**src/rtl/dm_mem_bus_decoder.sv**
```systemverilog
// Slave-side front end of the debug memory region: grants hart bus requests,
// decodes addresses into one-hot datapath strobes and registers the response.
module dm_mem_bus_decoder #(
  parameter int unsigned DbgAddressBits = 12,
  parameter int unsigned DataCount      = 2,
  parameter int unsigned ProgBufSize    = 2
) (
  input  logic                      clk_i,
  input  logic                      rst_i,
  input  logic                      req_i,
  input  logic                      we_i,
  input  logic [DbgAddressBits-1:0] addr_i,
  input  logic [31:0]               wdata_i,
  input  logic [3:0]                be_i,
  output logic                      gnt_o,
  output logic                      rvalid_o,
  output logic [63:0]               rdata_o,
  output logic                      err_o,
  output logic                      wr_halted_en_o,
  output logic                      wr_going_en_o,
  output logic                      wr_resuming_en_o,
  output logic                      wr_exception_en_o,
  output logic                      wr_data_en_o,
  output logic                      rd_where_en_o,
  output logic                      rd_data_en_o,
  output logic                      rd_prog_en_o,
  output logic                      rd_abs_cmd_en_o,
  output logic                      rd_flags_en_o,
  output logic [DbgAddressBits-1:0] addr_o,
  output logic [31:0]               wdata_o,
  output logic [3:0]                be_o,
  input  logic [63:0]               dp_rdata_i,
  output logic                      exc_sticky_o,
  input  logic                      clr_exc_i
);

  localparam logic [31:0] HALTED_ADDR    = 32'h100;
  localparam logic [31:0] GOING_ADDR     = 32'h108;
  localparam logic [31:0] RESUMING_ADDR  = 32'h110;
  localparam logic [31:0] EXCEPTION_ADDR = 32'h118;
  localparam logic [31:0] WHERE_ADDR     = 32'h300;
  localparam logic [31:0] ABS_CMD0_ADDR  = 32'h2D8;
  localparam logic [31:0] ABS_CMD1_ADDR  = 32'h2E0;
  localparam logic [31:0] PROG_BASE      = 32'h340;
  localparam logic [31:0] PROG_END       = PROG_BASE + 32'(8 * ProgBufSize);
  localparam logic [31:0] DATA_BASE      = 32'h380;
  localparam logic [31:0] DATA_END       = DATA_BASE + 32'(4 * DataCount);
  localparam logic [31:0] FLAGS_BASE     = 32'h400;
  localparam logic [31:0] FLAGS_LAST     = 32'h7FF;

  typedef enum logic {IDLE, RESP} state_e;

  state_e      state_q;
  logic [31:0] addr_ext;
  logic        rd_hit;
  logic        any_hit;

  // Zero-extend so every compare sees the full address with no aliasing.
  assign addr_ext = 32'(addr_i);
  assign gnt_o    = req_i & ~rst_i;

  // NOTE: every output of this block gets a default before the decode so no
  // path leaves one unassigned, which would otherwise infer a latch.
  always_comb begin
    wr_halted_en_o    = 1'b0;
    wr_going_en_o     = 1'b0;
    wr_resuming_en_o  = 1'b0;
    wr_exception_en_o = 1'b0;
    wr_data_en_o      = 1'b0;
    rd_where_en_o     = 1'b0;
    rd_data_en_o      = 1'b0;
    rd_prog_en_o      = 1'b0;
    rd_abs_cmd_en_o   = 1'b0;
    rd_flags_en_o     = 1'b0;
    addr_o            = '0;
    wdata_o           = '0;
    be_o              = '0;
    if (gnt_o) begin
      addr_o  = addr_i;
      wdata_o = wdata_i;
      be_o    = be_i;
      if (we_i) begin
        wr_halted_en_o    = (addr_ext == HALTED_ADDR);
        wr_going_en_o     = (addr_ext == GOING_ADDR);
        wr_resuming_en_o  = (addr_ext == RESUMING_ADDR);
        wr_exception_en_o = (addr_ext == EXCEPTION_ADDR);
        wr_data_en_o      = (addr_ext >= DATA_BASE) && (addr_ext < DATA_END)
                            && (addr_ext[1:0] == 2'b00);
      end else begin
        rd_where_en_o   = (addr_ext == WHERE_ADDR);
        rd_abs_cmd_en_o = (addr_ext == ABS_CMD0_ADDR) || (addr_ext == ABS_CMD1_ADDR);
        rd_prog_en_o    = (addr_ext >= PROG_BASE) && (addr_ext < PROG_END)
                          && (addr_ext[2:0] == 3'b000);
        // A 64-bit data read needs both 32-bit halves inside the data window.
        rd_data_en_o    = (addr_ext >= DATA_BASE) && (addr_ext + 32'd4 < DATA_END)
                          && (addr_ext[2:0] == 3'b000);
        rd_flags_en_o   = (addr_ext >= FLAGS_BASE) && (addr_ext <= FLAGS_LAST);
      end
    end
  end

  assign rd_hit  = rd_where_en_o | rd_data_en_o | rd_prog_en_o | rd_abs_cmd_en_o
                 | rd_flags_en_o;
  assign any_hit = rd_hit | wr_halted_en_o | wr_going_en_o | wr_resuming_en_o
                 | wr_exception_en_o | wr_data_en_o;

  // NOTE: reset is sampled on the clock edge here, so it lives inside the
  // clocked branch rather than in the sensitivity list; <= keeps all state
  // updates simultaneous.
  always_ff @(posedge clk_i) begin
    if (rst_i) begin
      state_q      <= IDLE;
      rvalid_o     <= 1'b0;
      rdata_o      <= '0;
      err_o        <= 1'b0;
      exc_sticky_o <= 1'b0;
    end else begin
      unique case (state_q)
        IDLE:    if (gnt_o) state_q <= RESP;
        RESP:    state_q <= gnt_o ? RESP : IDLE;
        default: state_q <= IDLE;
      endcase
      rvalid_o <= gnt_o;
      if (gnt_o) begin
        rdata_o <= rd_hit ? dp_rdata_i : 64'd0;
        err_o   <= ~any_hit;
      end
      // Set has priority so an exception is never lost to a concurrent clear.
      if (gnt_o && wr_exception_en_o) exc_sticky_o <= 1'b1;
      else if (clr_exc_i)             exc_sticky_o <= 1'b0;
    end
  end

endmodule

```
**config.mk**
```make
export PLATFORM = sky130hd
export DESIGN_NAME = dm_mem_bus_decoder
export DESIGN_NICKNAME = d
export VERILOG_FILES = /design/src/rtl/dm_mem_bus_decoder.sv
export SDC_FILE = /design/constraint.sdc
export NUM_CORES = 1
export LEC_CHECK = 0
export BUFFER_PORTS_ARGS = -buffer_cell sky130_fd_sc_hd__buf_2
export CORE_MARGIN = 5
export CORE_UTILIZATION = 30
export DETAILED_ROUTE_END_ITERATION = 10
export SLEW_MARGIN = 25
export SYNTH_ARGS = -nofsm -noshare
export SYNTH_HDL_FRONTEND = slang
export SYNTH_SLANG_ARGS = --single-unit
```
**constraint.sdc**
```tcl
create_clock -name clk_i -period 1.85 [get_ports clk_i]
set_input_delay 0 -clock clk_i [delete_from_list [all_inputs] [get_ports clk_i]]
set_output_delay 0 -clock clk_i [all_outputs]
set_load 0.02 [all_outputs]
```
; Word-level counts from Yosys, hierarchy flattened
; Cells that the tools add are included.
[totals]
input_bits = 117
regBits = 67
output_inout_bits = 126
[op_classes]
muxes = 26
addsub = 1
bitwise_logic = 12
magnitude_cmp = 7
reduce_logical = 12
n_eq_ne = 7
[op_table]
columns = op, n
row1 = two-way mux 64 bit, 1
row2 = "equality test 12 x 9 -> 1 bit, second input constant", 4
row3 = "equality test 12 x 10 -> 1 bit, second input constant", 3
row4 = two-way mux 32 bit, 1
row5 = ">= comparator 12 x 10 -> 1 bit, second input constant", 2
row6 = "less-than comparator 12 x 10 -> 1 bit, second input constant", 2
row7 = two-way mux 1 bit, 22
row8 = "adder 12 x 3 -> 13 bit, second input constant", 1
row9 = "less-than comparator 13 x 10 -> 1 bit, second input constant", 1
row10 = ">= comparator 12 x 11 -> 1 bit, second input constant", 1
row11 = "less-or-equal comparator 12 x 11 -> 1 bit, second input constant", 1
row12 = two-way mux 12 bit, 1
row13 = bitwise OR 1 bit, 9
row14 = logical AND 1 bit, 8
row15 = two-way mux 4 bit, 1
row16 = zero test 3 bit, 1
row17 = zero test 2 bit, 1
row18 = inverter 1 bit, 2
row19 = nonzero test 2 bit, 1
row20 = AND 1 bit, 1
row21 = logical OR 1 bit, 1

; Longest topological paths before layout
[depth]
ltp_word = 16
mapped_depth = 9
ltp_nobuf = 7

; Worst setup path after synthesis
; Ideal clock, no wire load.
[synth_timing]
path_kind = input -> register
startpoint = input addr_i[1]
endpoint = register err_o
required_time_ns = 1.733
n_path_buf = 0
arrival_time_ns = 1.680
setup_slack_ns = 0.052
cell_stages = 4
cell_sequence = or4bb_1 > nor4_1 > a211oi_1 > a32o_1
[synth_between]
word_cells_on_any_way = 55
[synth_lines]
columns = element, line
row1 = from (decl), 12  ; input logic [DbgAddressBits-1:0] addr_i,
row2 = >= comparator 12 x 10 -> 1 bit / less-than comparator 12 x 10 -> 1 bit (equally long branches), 87  ; wr_data_en_o = (addr_ext >= DATA_BASE) && (addr_ext < DATA_END)
row3 = logical AND 1 bit, 87
row4 = logical AND 1 bit *, 88  ; && (addr_ext[1:0] == 2'b00);
row5 = two-way mux 1 bit *, 82  ; if (we_i) begin
row6 = two-way mux 1 bit *, 78  ; if (gnt_o) begin
row7 = net wr_data_en_o, 23  ; output logic wr_data_en_o,
row8 = bitwise OR 1 bit *, 105  ; | wr_exception_en_o | wr_data_en_o;
row9 = inverter 1 bit *, 126  ; err_o <= ~any_hit;
row10 = to (signal assigned), 126
row11 = to (decl), 18  ; output logic err_o,
; The timed path passes the listed nets; every way through them passes the cells marked *.
; A chain may end at the register's enable or synchronous reset.

; Worst setup path after layout
[layout_timing]
startpoint = input addr_i[11]
endpoint = output rd_data_en_o
[layout_between]
elab_chain_cells = 6
word_cells_on_any_way = 7
[layout_rtl]
columns = element, line
row1 = adder 12 x 3 -> 13 bit, 95  ; rd_data_en_o = (addr_ext >= DATA_BASE) && (addr_ext + 32'd4 < DATA_END)
row2 = less-than comparator 13 x 10 -> 1 bit, 95
row3 = logical AND 1 bit *, 95
row4 = logical AND 1 bit *, 96  ; && (addr_ext[2:0] == 3'b000);
row5 = two-way mux 1 bit *, 82
row6 = two-way mux 1 bit *, 78
row7 = to (decl), 25  ; output logic rd_data_en_o,
; Every way passes the cells marked *; elsewhere a longest branch is shown, timed or not.

==> summary.md <==
| Metric | Value |
|---|---|
| Primary FF master, synth | dfxtp_1 |
| End point of the worst hold path | rdata_o[6] |
| First-pass DRT Iterations | 4 |
| Fin. Hold Viols | 0 |
| Num CTS Buffers | 9 |
| Crit share post-route | 98.3% |
| Nets | 903 |
| Fraction of registers with async set or reset after synthesis | 0% |
| 1st-iter DRT viols | 336 |
| Buffers & Inverters on Critical Path | 4 |
| Flops & latches, synth | 67 |
| Worst Hold Class | in -> reg |
| Number of port buffers | 242 |
| Combinational share of power | 16.3% |
| First-pass GRT wire length | 24300 um |
| Final Max Tran Viols | 0 |
| Area Growth Syn to Fin | 61.0% |
| Cell area after layout | 0.00678 mm2 |
| Post-synthesis sequential area ratio | 31.9% |
| CP arrival | 1820 ps |
| Die Y | 128 um |
| Vias in the first global route | 4889 |
| Commonest non-fill, non-tap cell in the layout | buf_2 |
| Clk Latency, worst-skew pair | 320 ps |
| Max Clock Freq | 0.550 GHz |
| Clock Root Buffer | clkbuf_16 |
| Count of unique library cells instantiated by Yosys | 39 |
| Routed wire length | 15100 um |
| Switch share | 24.1% |
| Placed Area | 0.00580 mm2 |
| Crit path launch type | primary input |
| PD cells | 598 mW/mm2 |
| Reg2reg setup slack | 1170 ps |
| Row cnt | 43 |
| Clock share of power | 47.7% |
| I/O pins | 243 |
| Pint | 3.08 mW |
| Pin count of the biggest net entering global routing | 68 |
| CP required | 1850 ps |
| CTS max path bufs | 2 |
| Syn. warnings | 0 |
| Gr usage total | 17.9% |
| Syn Nets | 605 |
| Post-synth EDFFs | 0 |
| Drt wl/cell | 15.6 um |
| Slowest stage delay, CP | 540 ps |
| Vias per cell | 4.93 |
| Htree depth | 3 |
| Area of the multi-input gates | 0.00267 mm2 |
| Most frequent CP cell | buf_2 |
| Total power | 4.06 mW |
| Critical R2R Launch | rdata_o[16] |
| Worst-path cell chain | buf_2, or4b_1, or4b_4, a21oi_2, o21ai_4, buf_12, inv_1, buf_2 |
| Avg Synthesized Cell Area | 8.68 um2 |
| Worst Path Max Fanout | 5 |
| Most frequent cells in the layout | buf_2 (241), nand2b_1 (69), nand2_1 (68) |
| Sequential share of power | 35.9% |
| Clock skew | 0 ps |
| Clk sinks | 67 |
| Register area | 0.00134 mm2 |
| Starting Density | 30.4% |
| R2R cell count | 2 |
| Outcome | finished clean |
| CP Capture Type | primary output |
| Fillers | 1310 |
| CTS tree | built |
| Slew HR | 34.8% |
| Min-Delay Path Depth | 3 |
| Final setup viols | 0 |
| FF-to-FF End | rdata_o[16] |
| Layout cells sized above 1 | 42.6% |
| Mapped cell area | 0.00421 mm2 |
| # DRC | 0 |
| CP delay by family, top | simple AND/OR/NAND/NOR gates |
| Final ANT Viol Nets | 0 |
| Clk slew on worst S/H paths | 60 ps |
| Hold path start | dp_rdata_i[6] |
| Max cap viols | 0 |
| Via Count | 4774 |
| GPL Wtd Cong | 0.904 |
| CP Class | in -> out |
| Core Region | 0.0138 mm2 |
| Initial antenna violation count | 0 |
| Total gr overflow | 0 |
| Worst path slowest cell | or4b_1 |
| Least-Margin Pin Slew | 979 ps |
| Setup TNS | 0 ps |
| IR Drop Worst-Case VDD | 389 uV |
| Synth Instances | 485 |
| Crit path time final | 1820 ps |
| HPWL Detailed | 10400 um |
| Ant. Diodes | 0 |
| Die area | 0.0165 mm2 |
| Sw Pwr | 0.979 mW |
| P_leak | 3.53 nW |
| Die width | 128 um |
==> what timing repair did <==
action | CTS | global route
pin swaps | 0 | 0
endpoints found under the setup margin | 1 | 6
resized for setup | 1 | 2
hold endpoints to repair | 61 | 0
hold buffers | 61 | 0
buffers inserted | 2 | 0
==> metrics by stage <==
stage	setup WS [ps]	utilization [%]	hold WS, ps	instances
final	31.6	49.0	8.92	968
after global routing	-3.59	49.0	7.37	968
after CTS	28.4	49.0	0.265	968
after detailed placement	-221	42.0	277	889
after global placement	-190	42.0	274	889
after floorplan	52.5	-	82.8	485
==> layer usage <==
metal  vias up  track usage (%)  wire length, um  share of wire, %
met5         -                0                0                 0
met4         0             4.87              169               1.1
met3        16             4.15              974               6.5
met2       156             31.3             7560                50
met1      2262             22.0             6360                42
li1       2340                -                -                 -
==> registers in the layout, indices dropped and copies added (netlist names) <==
register,flops
err_o,1
rdata_o,64
exc_sticky_o,1
rvalid_o,1
==> kinds of logic (layout without fill, tap and decap cells) <==
group | Yosys count | count (layout) | synth area share [%]
simple gates | 219 | 219 | 28.4
compound gates | 139 | 139 | 32.5
flops | 67 | 67 | 31.9
buf+inv | 55 | 358 | 5.88
fa+ha+maj | 3 | 3 | 0.892
mux | 2 | 2 | 0.476
==> synthesized netlist by cell type (3+ instances only) <==
cell type  count  share of area (%)
a211oi_1       3               0.53
and2_1        47                7.0
buf_1          3               0.27
buf_2          6               0.71
buf_6          4                1.1
clkbuf_1      34                3.0
dfxtp_1       67                 32
ha_1           3               0.89
inv_1          6               0.53
nand2_1       68                6.1
nand2b_1      69                 10
nand3_1        3               0.36
nor2_1        10               0.89
nor3_1         4               0.48
o21bai_1      64                 11
o221ai_1      25                5.2
o221ai_2      39                 14
or4b_1         3               0.71
==> power groups by stage <==
stage | combinational, mW | sequential [mW] | clock (mW)
after CTS | 0.664 | 1.46 | 1.98
after global routing | 0.719 | 1.46 | 2.06
final | 0.662 | 1.46 | 1.94
after global placement | 0.554 | 1.49 | 0
after detailed placement | 0.561 | 1.49 | 0
after floorplan | 0.279 | 1.50 | 0
==> worst min-delay path: stages <==
cell      delay (ps)
buf_2             80
nand2_1           70
o221ai_2         150
==> area by class of cell <==
cell class	count	area share [%]
multi-input cells	363	39.3
repair buffers	335	32.2
flip-flops and latches	67	19.8
clock buffers	13	3.99
well taps	180	3.32
clock inverters	3	1.02
inverters	7	0.388
==> worst max-delay path by stage <==
stage               startpoint  slack (ps)      endpoint  depth (start not counted)
floorplan            addr_i[1]          50         err_o                          4
global placement    addr_i[11]        -190   rdata_o[27]                          7
detailed placement  addr_i[11]        -220   rdata_o[15]                          7
CTS                 addr_i[11]          30  rd_data_en_o                          8
global route        addr_i[11]          -4  rd_data_en_o                          8
finish              addr_i[11]          30  rd_data_en_o                          8
No activity file was read; power rests on OpenSTA's default activity.
